===== src/rtl/mul_chain_pkg.sv =====
`default_nettype none
// +----------------------------------------------------------------------------+
// | Module      : mul_chain_pkg                                                |
// | Description : Shared widths and helpers for the multiply-chain scheduler.  |
// | Revision    : 1.0 - initial release                                        |
// +----------------------------------------------------------------------------+
package mul_chain_pkg;

    localparam int MC_DW    = 16;
    localparam int MC_YW    = 32;
    localparam int MC_NREQ  = 4;
    localparam int MC_CNT_W = 16;

    typedef logic [MC_CNT_W-1:0] op_count_t;

    // Requester index width; never narrower than one bit so a lone requester still has an id port.
    function automatic int id_width(input int n);
        return (n > 1) ? $clog2(n) : 1;
    endfunction

endpackage
`default_nettype wire


===== src/rtl/mul_chain_pipe.sv =====
`default_nettype none
// +----------------------------------------------------------------------------+
// | Module      : mul_chain_pipe                                               |
// | Description : Two-stage enabled pipeline computing (a*b)*c modulo 2^YW.    |
// | Revision    : 1.0 - initial release                                        |
// +----------------------------------------------------------------------------+
module mul_chain_pipe
    import mul_chain_pkg::*;
#(
    parameter int DW = MC_DW,
    parameter int YW = MC_YW,
    parameter int IW = 2
) (
    input  logic          clk,
    input  logic          reset,
    input  logic          en,
    input  logic          in_valid,
    input  logic [DW-1:0] a,
    input  logic [DW-1:0] b,
    input  logic [DW-1:0] c,
    input  logic [IW-1:0] id,
    output logic          s1_valid,
    output logic          s2_valid,
    output logic [YW-1:0] y,
    output logic [IW-1:0] y_id
);

    logic          r_v1;
    logic [YW-1:0] r_m1;
    logic [DW-1:0] r_c1;
    logic [IW-1:0] r_id1;
    logic          r_v2;
    logic [YW-1:0] r_y;
    logic [IW-1:0] r_id2;

    logic [YW-1:0] w_m1;
    logic [YW-1:0] w_y;

    // Multiplying in YW-bit arithmetic gives the modulo-2^YW result directly.
    assign w_m1 = YW'(a) * YW'(b);
    assign w_y  = r_m1 * YW'(r_c1);

    always_ff @(posedge clk) begin
        if (reset) begin
            r_v1  <= 1'b0;
            r_m1  <= '0;
            r_c1  <= '0;
            r_id1 <= '0;
            r_v2  <= 1'b0;
            r_y   <= '0;
            r_id2 <= '0;
        end else if (en) begin
            r_v1  <= in_valid;
            r_m1  <= w_m1;
            r_c1  <= c;
            r_id1 <= id;
            r_v2  <= r_v1;
            r_y   <= w_y;
            r_id2 <= r_id1;
        end
    end

    assign s1_valid = r_v1;
    assign s2_valid = r_v2;
    assign y        = r_y;
    assign y_id     = r_id2;

endmodule
`default_nettype wire


===== src/rtl/mul_chain_sched.sv =====
`default_nettype none
// +----------------------------------------------------------------------------+
// | Module      : mul_chain_sched                                              |
// | Description : Round-robin arbiter sharing one multiply chain among NREQ    |
// |               requesters, with output backpressure and response counter.   |
// | Revision    : 1.0 - initial release                                        |
// +----------------------------------------------------------------------------+
module mul_chain_sched
    import mul_chain_pkg::*;
#(
    parameter int NREQ = MC_NREQ,
    parameter int DW   = MC_DW,
    parameter int YW   = MC_YW
) (
    input  logic                        clk,
    input  logic                        reset,
    input  logic [NREQ-1:0]             req_valid,
    output logic [NREQ-1:0]             req_ready,
    input  logic [NREQ*DW-1:0]          req_a,
    input  logic [NREQ*DW-1:0]          req_b,
    input  logic [NREQ*DW-1:0]          req_c,
    output logic                        rsp_valid,
    input  logic                        rsp_ready,
    output logic [id_width(NREQ)-1:0]   rsp_id,
    output logic [YW-1:0]               rsp_y,
    output logic                        busy,
    output logic [MC_CNT_W-1:0]         op_count
);

    localparam int IW = id_width(NREQ);

    logic [IW-1:0]   r_ptr;
    op_count_t       r_count;

    logic            w_stall;
    logic            w_take;
    logic            w_rsp_fire;
    logic            w_grant_any;
    logic [IW-1:0]   w_grant_idx;
    logic [IW:0]     w_pick;
    logic [NREQ-1:0] w_onehot;
    logic [DW-1:0]   w_sel_a;
    logic [DW-1:0]   w_sel_b;
    logic [DW-1:0]   w_sel_c;
    logic            w_s1_valid;
    logic            w_s2_valid;

    // Returns {found, index}; scanning offsets downward lets the smallest offset from p win.
    function automatic logic [IW:0] rr_pick(input logic [NREQ-1:0] v, input logic [IW-1:0] p);
        logic [IW:0]   res;
        logic [IW-1:0] li;
        int            idx;
        res = '0;
        for (int k = NREQ - 1; k >= 0; k--) begin
            idx = (int'(p) + k) % NREQ;
            li  = IW'(idx);
            if (v[li]) begin
                res = {1'b1, li};
            end
        end
        return res;
    endfunction

    assign w_stall     = w_s2_valid & ~rsp_ready;
    assign w_pick      = rr_pick(req_valid, r_ptr);
    assign w_grant_any = w_pick[IW];
    assign w_grant_idx = w_pick[IW-1:0];
    assign w_take      = w_grant_any & ~w_stall & ~reset;
    assign w_rsp_fire  = w_s2_valid & rsp_ready;

    always_comb begin
        w_onehot = '0;
        w_sel_a  = '0;
        w_sel_b  = '0;
        w_sel_c  = '0;
        for (int i = 0; i < NREQ; i++) begin
            if (w_grant_idx == IW'(i)) begin
                w_onehot[i] = 1'b1;
                w_sel_a     = req_a[i*DW +: DW];
                w_sel_b     = req_b[i*DW +: DW];
                w_sel_c     = req_c[i*DW +: DW];
            end
        end
    end

    assign req_ready = w_take ? w_onehot : '0;

    always_ff @(posedge clk) begin
        if (reset) begin
            r_ptr <= '0;
        end else if (w_take) begin
            if (w_grant_idx == IW'(NREQ - 1)) begin
                r_ptr <= '0;
            end else begin
                r_ptr <= w_grant_idx + IW'(1);
            end
        end
    end

    always_ff @(posedge clk) begin
        if (reset) begin
            r_count <= '0;
        end else if (w_rsp_fire && (r_count != '1)) begin
            r_count <= r_count + op_count_t'(1);
        end
    end

    mul_chain_pipe #(
        .DW (DW),
        .YW (YW),
        .IW (IW)
    ) u_pipe (
        .clk      (clk),
        .reset    (reset),
        .en       (~w_stall),
        .in_valid (w_take),
        .a        (w_sel_a),
        .b        (w_sel_b),
        .c        (w_sel_c),
        .id       (w_grant_idx),
        .s1_valid (w_s1_valid),
        .s2_valid (w_s2_valid),
        .y        (rsp_y),
        .y_id     (rsp_id)
    );

    assign rsp_valid = w_s2_valid;
    assign busy      = w_s1_valid | w_s2_valid;
    assign op_count  = r_count;

endmodule
`default_nettype wire


===== config.mk =====
export PLATFORM = sky130hd
export DESIGN_NAME = mul_chain_sched
export DESIGN_NICKNAME = d
export VERILOG_FILES = /design/src/rtl/mul_chain_pkg.sv /design/src/rtl/mul_chain_pipe.sv /design/src/rtl/mul_chain_sched.sv
export SDC_FILE = /design/constraint.sdc
export NUM_CORES = 2
export LEC_CHECK = 0
export CORE_ASPECT_RATIO = 0.6
export CORE_MARGIN = 8
export CORE_UTILIZATION = 40
export CTS_BUF_LIST = sky130_fd_sc_hd__clkbuf_16
export DETAILED_ROUTE_END_ITERATION = 12
export GPL_TIMING_DRIVEN = 0
export PLACE_DENSITY = 0.57
export REMOVE_ABC_BUFFERS = 1
export SYNTH_ARGS = -nofsm -noshare
export SYNTH_HDL_FRONTEND = slang
export SYNTH_HIERARCHICAL = 1
export SYNTH_SLANG_ARGS = --single-unit
export TNS_END_PERCENT = 20

===== constraint.sdc =====
create_clock -name clk -period 20.6 [get_ports clk]
set_input_delay 4.12 -clock clk [delete_from_list [all_inputs] [get_ports clk]]
set_output_delay 4.12 -clock clk [all_outputs]
set_load 0.01 [all_outputs]

==> qor.yml <==
worst_setup_path:
  cp_common_cell: "inv_1"
  reg2reg_depth: 30
  worstPathArrival_ns: 12.92
  required_ns: 20.90
  path_buf_inv: 9
  r2r_slack_ns: 11.93
  r2r-start: "r_ptr[1]$_SDFFE_PP0P_"
  path_max_fanout: 33
  cp.depth: 31
  crit_type: "in -> reg"
  startpoint_type: "input pin"
  crit_path_end_kind: "flip-flop"
  crit_slowest_cell: "o31ai_4"
  crit_family: "adder cells"
  crit_path_max_incr_delay_ns: 0.81
  cp-startpoint: "req_valid[0]"
clock_tree:
  clk_path_buf_depth: 2
  ctsResizeCount: 0
  root_buffer: "clkbuf_16"
  numCtsBuffers: 9
  cts_hold_buf: 0
  clkSinkCount: 104
  cts_htree_levels: 3
  path_clk_slew_ns: 0.08
  clk_latency_ns: 0.39
  post-cts-setup-buffers: 0
  cts_tree: "done"
layout:
  drive_gt1_share_pct: 3.149
  final_common_cell: "inv_1"
  seq_area_sq_um: 2086
  multi_input_area_sq_um: 20840
  nets: 3978
  final_cell_mix: "inv_1, fa_1, nand2_1"
  syn_to_final_growth_pct: 15.46
  fillCellCount: 6109
timing:
  relSlewSlack_pct: 6.022
  tns_ns: 0
  period_share_pct: 61.27
  setup_viol_count_final: 0
  finalHoldViolations: 0
  max_freq_mhz: 79.23
  fin_worst_skew_ns: 0.01189
  rsz0062_at_grt: "no"
  min_period_ns: 12.62
  worstMarginPinSlew_ns: 1.408
  drv_slew: 0
global_route:
  grt_pass1_wl_mm: 116.1
  grt_usage_pct: 19.74
  overflow: 0
  antenna_found_initial: 0
  grt_pass1_vias: 21650
  grt_max_degree: 98
synthesis:
  avgSynthCellArea_sq_um: 8.542
  synthDistinctLibCells: 68
  yosysSeqAreaShare_pct: 8.201
  yosys_warnings: 6
  synthFlopType: "dfxtp_1"
  synth-async-reset-ratio_pct: 0
  synth_edf_count: 0
  synth_compound_area_share_pct: 9.409
  synth_cells: 2972
  synth.ff_latch_count: 104
  synth-xor-area-share_pct: 2.164
  synth_fa_ha_area_share_pct: 47.85
  synth.mux.area_fraction_pct: 1.745
  synth-simple-area-share_pct: 19.88
  synth.cell_area_sq_um: 25390
  synth_top_family_by_area: "adder cells"
detailed_routing:
  drtIter0Drc: 1241
  wl_per_cell_um: 18.00
  final_antenna_net_count: 0
  drc_errors: 0
  firstDrtPassIters: 6
  wl_mm: 71.14
  dr_total_vias: 20540
  drt-vias-per-instance: 5.196
die:
  rows: 71
  die_y_um: 211.1
  die_area_sq_um: 72050
  initial_core_util_pct: 40.48
  pin_count: 255
  die_width_um: 341.2
  core_sq_um: 62720
min_path:
  hold_path_class: "reg -> reg"
  min_from: "u_pipe/y[21]$_SDFFE_PP0P_"
  whs_path_depth: 2
placed_design:
  gp_congestion: 0.8695
  hpwl_mm: 58.39
  portBuffers: 254
outcome:
  outcome: "finished, final reports clean"
flow_run:
  cap_violations: 0
worst paths after layout:
check                                       to
setup / recovery  u_pipe/r_m1[28]$_SDFFE_PP0P_
hold / removal       u_pipe/y[21]$_SDFFE_PP0P_
setup reg to reg  u_pipe/r_m1[28]$_SDFFE_PP0P_
hold reg to reg      u_pipe/y[21]$_SDFFE_PP0P_
flip-flops by register name, summed over array words and instances, names as in the netlist:
register         count
u_pipe/r_c1         16
op_count            16
u_pipe/r_m1         32
u_pipe/y            32
r_ptr                2
u_pipe/s2_valid      1
u_pipe/s1_valid      1
u_pipe/r_id1         2
u_pipe/y_id          2
stage by stage:
step | setup slack (ns) | hold slack [ns] | util (%) | instances | cell area [sq um]
2_1_floorplan | 7.387 | 0.4601 | - | 2812 | 24780
3_3_place_gp | 2.689 | 0.4585 | 45.23 | 3905 | 28370
3_5_place_dp | 7.577 | 0.4591 | 46.23 | 3935 | 29000
4_1_cts | 7.976 | 0.4702 | 46.73 | 3951 | 29310
5_1_grt | 7.365 | 0.4928 | 46.73 | 3951 | 29310
6_report | 7.978 | 0.4678 | 46.73 | 3952 | 29310
routing by layer:
| metal | global-route usage [%] | wire length, um | vias to the layer above |
|---|---|---|---|
| met3 | 4.140 | 5239 | 47 |
| li1 | - | - | 9456 |
| met1 | 29.58 | 34200 | 10420 |
| met5 | 0 | 0 | - |
| met4 | 3.387 | 872 | 0 |
| met2 | 29.49 | 30830 | 617 |
synthesized netlist by cell type (17+ instances only):
cell	count	area share (%)
o31ai_1	55	1.6
a221oi_1	47	1.6
o21ai_0	39	0.77
dfxtp_1	104	8.2
a21oi_1	79	1.6
inv_1	565	8.4
xor2_1	17	0.59
nand2_1	441	6.5
nor2_1	97	1.4
mux2i_1	42	1.7
xnor2_1	43	1.5
nor3_1	23	0.45
and2_1	310	7.6
clkbuf_1	146	2.2
ha_1	174	8.6
nor2b_1	58	1.4
fa_1	498	39
nand3_1	21	0.41
a21o_1	25	0.74
kinds of logic (layout without fill, tap and decap cells):
group	count (synthesis)	after routing
simple gates	1021	1021
buf+inv	725	865
fa+ha+maj	672	672
compound gates	345	345
flops	104	104
xor+xnor	61	61
mux	44	44
other cells	0	1
area by class of cell:
type,instances,area share [%]
Multi-Input combinational cell,2143,71.10
Clock inverter,7,0.2903
Timing Repair Buffer,284,9.895
Inverter,565,7.236
Sequential cell,104,7.116
Tap cell,839,3.582
Clock buffer,9,0.7684
Antenna cell,1,0.008538
worst min-delay path: cells and delay by family (launching register included):
| family | cells | cell delay [ns] |
|---|---|---|
| AO/OA/AOI/OAI | 1 | 0.05 |
| AND/OR/NAND/NOR | 1 | 0.06 |
| flip-flops | 1 | 0.31 |
Power is not shown: default switching activity piles up to over one toggle a cycle in this logic, so the estimate is an artifact.
